### src/rtl/store_buffer_drain_ctrl_pkg.sv
// Shared types, defaults and helpers for the dcache store-buffer drain controller.
package store_buffer_drain_ctrl_pkg;

    localparam int unsigned SB_STARVE_LIMIT = 16;

    typedef struct packed {
        logic [31:0] addr;
        logic [31:0] data;
        logic [3:0]  be;
    } store_buffer_t;

    typedef enum logic [0:0] {
        IDLE  = 1'b0,
        WRITE = 1'b1
    } sb_drain_state_t;

    // A pop needs an entry, no racing search, and either a free pipe or a reason to force.
    function automatic logic sb_pop_ok(
        input logic not_empty,
        input logic search_active,
        input logic flush_active,
        input logic full,
        input logic starve_hit,
        input logic pipe_busy
    );
        return not_empty & ~search_active & (flush_active | full | starve_hit | ~pipe_busy);
    endfunction

    function automatic logic sb_force_cond(
        input logic flush_active,
        input logic full,
        input logic starve_hit
    );
        return flush_active | full | starve_hit;
    endfunction

endpackage

### src/rtl/store_buffer_drain_ctrl_starve_cnt.sv
// Saturating idle-blocked cycle counter; hit flags a store that has waited LIMIT cycles.
module sb_drain_starve_cnt
    import store_buffer_drain_ctrl_pkg::*;
#(
    parameter int unsigned LIMIT = SB_STARVE_LIMIT
) (
    input  logic clock,
    input  logic reset,
    input  logic i_inc,
    input  logic i_clr,
    output logic o_hit
);

    localparam int unsigned CNT_W = $clog2(LIMIT + 1);
    localparam logic [CNT_W-1:0] CNT_MAX = CNT_W'(LIMIT);
    localparam logic [CNT_W-1:0] CNT_ONE = CNT_W'(1);

    logic [CNT_W-1:0] r_cnt;
    logic             r_hit;
    logic [CNT_W-1:0] w_cnt_nxt;

    // Next count: clear wins over increment, increment saturates at the limit.
    always_comb begin
        w_cnt_nxt = r_cnt;
        if (i_clr) begin
            w_cnt_nxt = '0;
        end else if (i_inc && (r_cnt != CNT_MAX)) begin
            w_cnt_nxt = r_cnt + CNT_ONE;
        end else begin
            w_cnt_nxt = r_cnt;
        end
    end

    // Counter and registered hit flag.
    always_ff @(posedge clock or negedge reset) begin
        if (!reset) begin
            r_cnt <= '0;
            r_hit <= 1'b0;
        end else begin
            r_cnt <= w_cnt_nxt;
            r_hit <= (w_cnt_nxt == CNT_MAX);
        end
    end

    assign o_hit = r_hit;

endmodule

### src/rtl/store_buffer_drain_ctrl.sv
// Store-buffer drain scheduler: pops the oldest store and presents it to the dcache write port.
// Optional performance counters are built when SB_DRAIN_PERF_EN is defined.
module store_buffer_drain_ctrl
    import store_buffer_drain_ctrl_pkg::*;
#(
    parameter int unsigned STARVE_LIMIT = SB_STARVE_LIMIT
) (
    input  logic          clock,
    input  logic          reset,
    input  logic          sb_not_empty,
    input  logic          sb_full,
    input  store_buffer_t sb_oldest_info,
    input  logic          sb_search_active,
    output logic          sb_get_oldest,
    input  logic          dc_pipe_busy,
    output logic          dc_wr_valid,
    output store_buffer_t dc_wr_info,
    input  logic          dc_wr_ready,
    output logic          dc_wr_force,
    input  logic          flush_req,
    output logic          flush_done,
`ifdef SB_DRAIN_PERF_EN
    output logic [31:0]   perf_drained,
    output logic [31:0]   perf_forced,
    output logic [31:0]   perf_stall,
`endif
    output logic          drain_busy
);

    sb_drain_state_t r_state;
    store_buffer_t   r_info;
    logic            r_force;
    logic            r_flush_active;

    logic w_starve_hit;
    logic w_pop_ok;
    logic w_pop;
    logic w_accept;
    logic w_flush_done;
    logic w_starve_inc;
    logic w_starve_clr;

    sb_drain_starve_cnt #(
        .LIMIT (STARVE_LIMIT)
    ) u_starve_cnt (
        .clock (clock),
        .reset (reset),
        .i_inc (w_starve_inc),
        .i_clr (w_starve_clr),
        .o_hit (w_starve_hit)
    );

    // Pop / accept decisions; the pop is held off while reset is asserted.
    always_comb begin
        w_pop_ok = sb_pop_ok(sb_not_empty, sb_search_active, r_flush_active,
                             sb_full, w_starve_hit, dc_pipe_busy);
        w_accept = 1'b0;
        w_pop    = 1'b0;
        case (r_state)
            IDLE: begin
                w_accept = 1'b0;
                w_pop    = w_pop_ok & reset;
            end
            WRITE: begin
                w_accept = dc_wr_ready;
                w_pop    = dc_wr_ready & w_pop_ok & reset;
            end
            default: begin
                w_accept = 1'b0;
                w_pop    = 1'b0;
            end
        endcase
        w_flush_done = r_flush_active & (r_state == IDLE) & ~sb_not_empty & ~w_pop;
        w_starve_inc = (r_state == IDLE) & sb_not_empty & ~w_pop;
        w_starve_clr = w_pop | ~sb_not_empty;
    end

    // Drain FSM, latched store, force flag and flush tracking.
    always_ff @(posedge clock or negedge reset) begin
        if (!reset) begin
            r_state        <= IDLE;
            r_info         <= '0;
            r_force        <= 1'b0;
            r_flush_active <= 1'b0;
        end else begin
            case (r_state)
                IDLE: begin
                    if (w_pop) begin
                        r_state <= WRITE;
                    end else begin
                        r_state <= IDLE;
                    end
                end
                WRITE: begin
                    if (dc_wr_ready && !w_pop) begin
                        r_state <= IDLE;
                    end else begin
                        r_state <= WRITE;
                    end
                end
                default: begin
                    r_state <= IDLE;
                end
            endcase
            if (w_pop) begin
                r_info  <= sb_oldest_info;
                r_force <= sb_force_cond(r_flush_active, sb_full, w_starve_hit);
            end
            // A request arriving on the completion edge is merged into the finishing flush.
            if (w_flush_done) begin
                r_flush_active <= 1'b0;
            end else if (flush_req) begin
                r_flush_active <= 1'b1;
            end
        end
    end

    assign sb_get_oldest = w_pop;
    assign dc_wr_valid   = (r_state == WRITE);
    assign dc_wr_info    = r_info;
    assign dc_wr_force   = (r_state == WRITE) & r_force;
    assign flush_done    = w_flush_done;
    assign drain_busy    = (r_state != IDLE) | r_flush_active;

`ifdef SB_DRAIN_PERF_EN
    logic [31:0] r_perf_drained;
    logic [31:0] r_perf_forced;
    logic [31:0] r_perf_stall;

    // Wrapping event counters for accepted, forced-accepted and stalled write cycles.
    always_ff @(posedge clock or negedge reset) begin
        if (!reset) begin
            r_perf_drained <= 32'd0;
            r_perf_forced  <= 32'd0;
            r_perf_stall   <= 32'd0;
        end else begin
            if (w_accept) begin
                r_perf_drained <= r_perf_drained + 32'd1;
            end
            if (w_accept && dc_wr_force) begin
                r_perf_forced <= r_perf_forced + 32'd1;
            end
            if (dc_wr_valid && !dc_wr_ready) begin
                r_perf_stall <= r_perf_stall + 32'd1;
            end
        end
    end

    assign perf_drained = r_perf_drained;
    assign perf_forced  = r_perf_forced;
    assign perf_stall   = r_perf_stall;
`endif

endmodule

### config.mk
export PLATFORM = sky130hd
export DESIGN_NAME = store_buffer_drain_ctrl
export DESIGN_NICKNAME = d
export VERILOG_FILES = /design/src/rtl/store_buffer_drain_ctrl_pkg.sv /design/src/rtl/store_buffer_drain_ctrl_starve_cnt.sv /design/src/rtl/store_buffer_drain_ctrl.sv
export SDC_FILE = /design/constraint.sdc
export NUM_CORES = 1
export LEC_CHECK = 0
export CELL_PAD_IN_SITES_DETAIL_PLACEMENT = 0
export CELL_PAD_IN_SITES_GLOBAL_PLACEMENT = 1
export CORE_ASPECT_RATIO = 0.5
export CORE_MARGIN = 2
export CORE_UTILIZATION = 33
export CTS_CLUSTER_DIAMETER = 30
export CTS_CLUSTER_SIZE = 20
export DETAILED_ROUTE_END_ITERATION = 16
export PLACE_DENSITY = 0.89
export SYNTH_ARGS = -nofsm -noshare
export SYNTH_HDL_FRONTEND = slang
export SYNTH_SLANG_ARGS = --single-unit
### constraint.sdc
create_clock -name clock -period 2.5 [get_ports clock]
set_input_delay 0.625 -clock clock [delete_from_list [all_inputs] [get_ports clock]]
set_output_delay 0.625 -clock clock [all_outputs]
set_load 0.03 [all_outputs]
==> impl_metrics.ini <==
[critical_path]
regToRegStartpoint = dc_wr_valid
critPathTopFamily = simple AND/OR/NAND/NOR gates
crit_path_start_kind = input port
worst_r2r_path_depth = 6
cp_cell_sequence = dlygate4sd2_1 > nand2b_4 > or3b_4 > or2_4 > inv_2 > buf_6
critPathSlowestCell = sky130_fd_sc_hd__or3b_4
r2r_slack_ns = 0.43
timing.critical_path.to_type = output pin
path_max_fanout = 2
worst_ep_arrival_time_ns = 1.84
crit_path_max_incr_delay_ns = 0.40
timing.critical_path.required_ns = 1.88
critical_path.reg2reg.endpoint = dc_wr_info[13]
cp_num_buf_inv = 3
critical_path_stages = 6
timing.setup.critical_path_class = input port to output pin

[route]
num_vias = 2162
drt_drc_violations_left = 0
routed_via_density = 4.298
drt_wirelength_um = 8351
number_of_nets_with_antenna_violations_after_routing = 0
post_drt_wl_per_cell_um = 16.60
first_pass_iters = 4
drtIter0Drc = 79

[yosys]
syn_inst = 196
yosys_register_bits = 77
synth_seq_area_share_pct = 56.91
yosysWarnings = 0
avgSynthCellArea_um2 = 17.27
count_of_flip_flops_with_a_built_in_enable_after_synthesis = 0
synth_top_cell_area_share_pct = 56.91
synth_commonest_cells = sky130_fd_sc_hd__dfrtp_1, sky130_fd_sc_hd__mux2_4, sky130_fd_sc_hd__buf_12, sky130_fd_sc_hd__nor2_1, sky130_fd_sc_hd__inv_1
synthArstFlopShare_pct = 100.0
yosys.cell_count.top_type = sky130_fd_sc_hd__dfrtp_1
yosys_most_used_dff = sky130_fd_sc_hd__dfrtp_1
synth_cell_types = 32
synth_fp_nets = 274
synth.top_cells.by_area = sky130_fd_sc_hd__dfrtp_1, sky130_fd_sc_hd__mux2_4, sky130_fd_sc_hd__buf_12, sky130_fd_sc_hd__xnor2_1, sky130_fd_sc_hd__ha_1
netlist_area_um2 = 3386
synth_largest_area_cell = sky130_fd_sc_hd__dfrtp_1

[power_and_ir_drop]
leakagePower_nw = 2.464
pwr_density_cell_nw_per_um2 = 888.0
peakVddDrop_v = 0.0003393
totalPowerFinal_mw = 4.720

[sta]
fraction_of_the_cycle_the_final_worst_path_needs_pct = 98.79
total_count_of_max_transition_violations_in_the_final_report = 0
grt_setup_unrepaired = no
fin_worst_skew_ns = 0.005544
achievable-frequency_ghz = 0.4049
worst_tran_pin_value_ns = 0.9889
final_period_minus_worst_setup_slack_ns = 2.470
timing.final.setup_violations = 0
hold_violations = 0
max_slew_margin_pct = 34.07

[hold_path]
holdPathStages = 1
hold_class = flip-flop to flip-flop
hp-start = dc_wr_info[59]
hold_end = dc_wr_info[59]

[finish]
finish.cell_count_without_fillers = 503
flow.area_growth_from_synthesis_pct = 56.98
post_route_cells_drive_above_1_share_pct = 28.65
final_layout_net_count = 437
num_antenna_cells = 0
num-fill-cells = 831

[die]
std_cell_rows = 26
die_width_um = 147.2
core-area_um2 = 10080
floorplan.die_area_um2 = 11140
initial_utilization_pct = 33.57
ioPinCount = 149
die_y_um = 75.63

[grt]
grtUsageTotal_pct = 15.15
antenna_found_initial = 0
vias_in_the_first_global_route = 2366
grt_start_max_net_pins = 78
globalRouteOverflowTotal = 0
globalRouteMet3Util_pct = 4.012
grt_util_met2_pct = 26.17
use_met1_pct = 18.44
first_pass_grt_wire_length_um = 12850
gr-max-usage-layer = met2

[run]
drv_cap = 0

[placement]
post-place-cells = 487
routabilityCongestion = 0.7526
placement.io_buffers = 148
post-dp-hpwl_um = 6119

[clocking]
clockBufferDepth = 2
cts_made_buffers = 9
clock-sinks = 77
tritoncts = done
cts_max_level = 3
cts_root_buffer = sky130_fd_sc_hd__clkbuf_16
worst_skew_pair.late_latency_ns = 0.33
cts.clk_slew.worst_paths_ns = 0.06

[run_status]
run_status = finished, final reports clean
worst max-delay path by stage:
stage | from | to | slack (ns)
finish | sb_search_active | sb_get_oldest | 0.03
global route | sb_search_active | sb_get_oldest | 0.006
CTS | sb_search_active | sb_get_oldest | 0.02
detailed placement | dc_wr_ready | sb_get_oldest | -0.21
global placement | dc_wr_ready | sb_get_oldest | -0.14
floorplan | sb_search_active | sb_get_oldest | 0.02
per-stage QoR:
| stage | hold slack [ns] | worst slack, ns | setup TNS [ns] | utilization (%) | cell area, um2 |
|---|---|---|---|---|---|
| 2_1_floorplan | 0.3294 | 0.01602 | 0 | - | 3386 |
| 3_3_place_gp | 0.4792 | -0.1444 | -6.168 | 49.69 | 5011 |
| 3_5_place_dp | 0.4925 | -0.2130 | -11.41 | 49.69 | 5011 |
| 4_1_cts | 0.5092 | 0.02454 | 0 | 52.69 | 5314 |
| 5_1_grt | 0.5300 | 0.005647 | 0 | 52.70 | 5315 |
| 6_report | 0.5087 | 0.03024 | 0 | 52.70 | 5315 |
cell type report:
type,instances,area [um2],area share [%]
clock buffer,14,274.0,5.155
clock inverter,1,5.005,0.09416
inverter,5,18.77,0.3531
multi-input combinational,106,1313,24.69
sequential,77,1928,36.28
tap,140,175.2,3.296
timing repair buffer,160,1602,30.13
report_power, final:
group | total (mW) | leakage [nW] | switching [mW] | internal [mW]
clock | 1.21 | 0.139 | 0.465 | 0.747
combinational | 1.81 | 1.40 | 0.865 | 0.946
sequential | 1.70 | 0.923 | 0.170 | 1.53
total | 4.72 | 2.46 | 1.50 | 3.22
metal layers:
metal	up-vias	share of wire [%]	wire length (um)
met5	-	0	0
met4	0	2.4	204
met3	19	2.5	210
met2	38	52	4343
met1	1094	43	3593
li1	1011	-	-
registers in the layout, summed over array words and instances (netlist names):
name,flops
dc_wr_info,68
u_starve_cnt.r_cnt,5
dc_wr_valid,1
r_flush_active,1
r_force,1
u_starve_cnt.o_hit,1
repair_timing:
action	in CTS	in global routing
endpoints found under the hold margin	0	0
hold buffers	0	0
setup endpoints to repair	1	1
gates cloned	0	0
buffers inserted	1	0
pin swaps	2	0
gates resized for setup	8	1
cells in the final DEF (no fill, tap or decap), types with 2 or more instances in the layout:
cell                              instances
sky130_fd_sc_hd__clkdlybuf4s50_1        142
sky130_fd_sc_hd__ha_1                     2
sky130_fd_sc_hd__clkbuf_1                 2
sky130_fd_sc_hd__dfrtp_1                 76
sky130_fd_sc_hd__inv_1                    4
sky130_fd_sc_hd__mux2_4                  68
sky130_fd_sc_hd__dlygate4sd2_1            3
sky130_fd_sc_hd__nor2_1                   6
sky130_fd_sc_hd__o21ai_0                  3
sky130_fd_sc_hd__buf_4                   11
sky130_fd_sc_hd__a21oi_1                  2
sky130_fd_sc_hd__xnor2_1                  3
sky130_fd_sc_hd__clkbuf_8                 3
sky130_fd_sc_hd__clkbuf_16                9
sky130_fd_sc_hd__buf_12                   3
cells by family (layout without fill, tap and decap cells):
kind of cell,Yosys count,in the layout,synth area share (%)
multiplexers,68,68,30.16
flip-flops,77,77,56.91
adder cells (fa/ha/maj),2,2,0.7390
AND/OR/NAND/NOR,22,22,4.324
XOR/XNOR,4,4,1.035
AO/OA/AOI/OAI,10,10,1.959
buffers and inverters,13,180,4.878
Note: power is estimated with default switching activity, not from simulation.
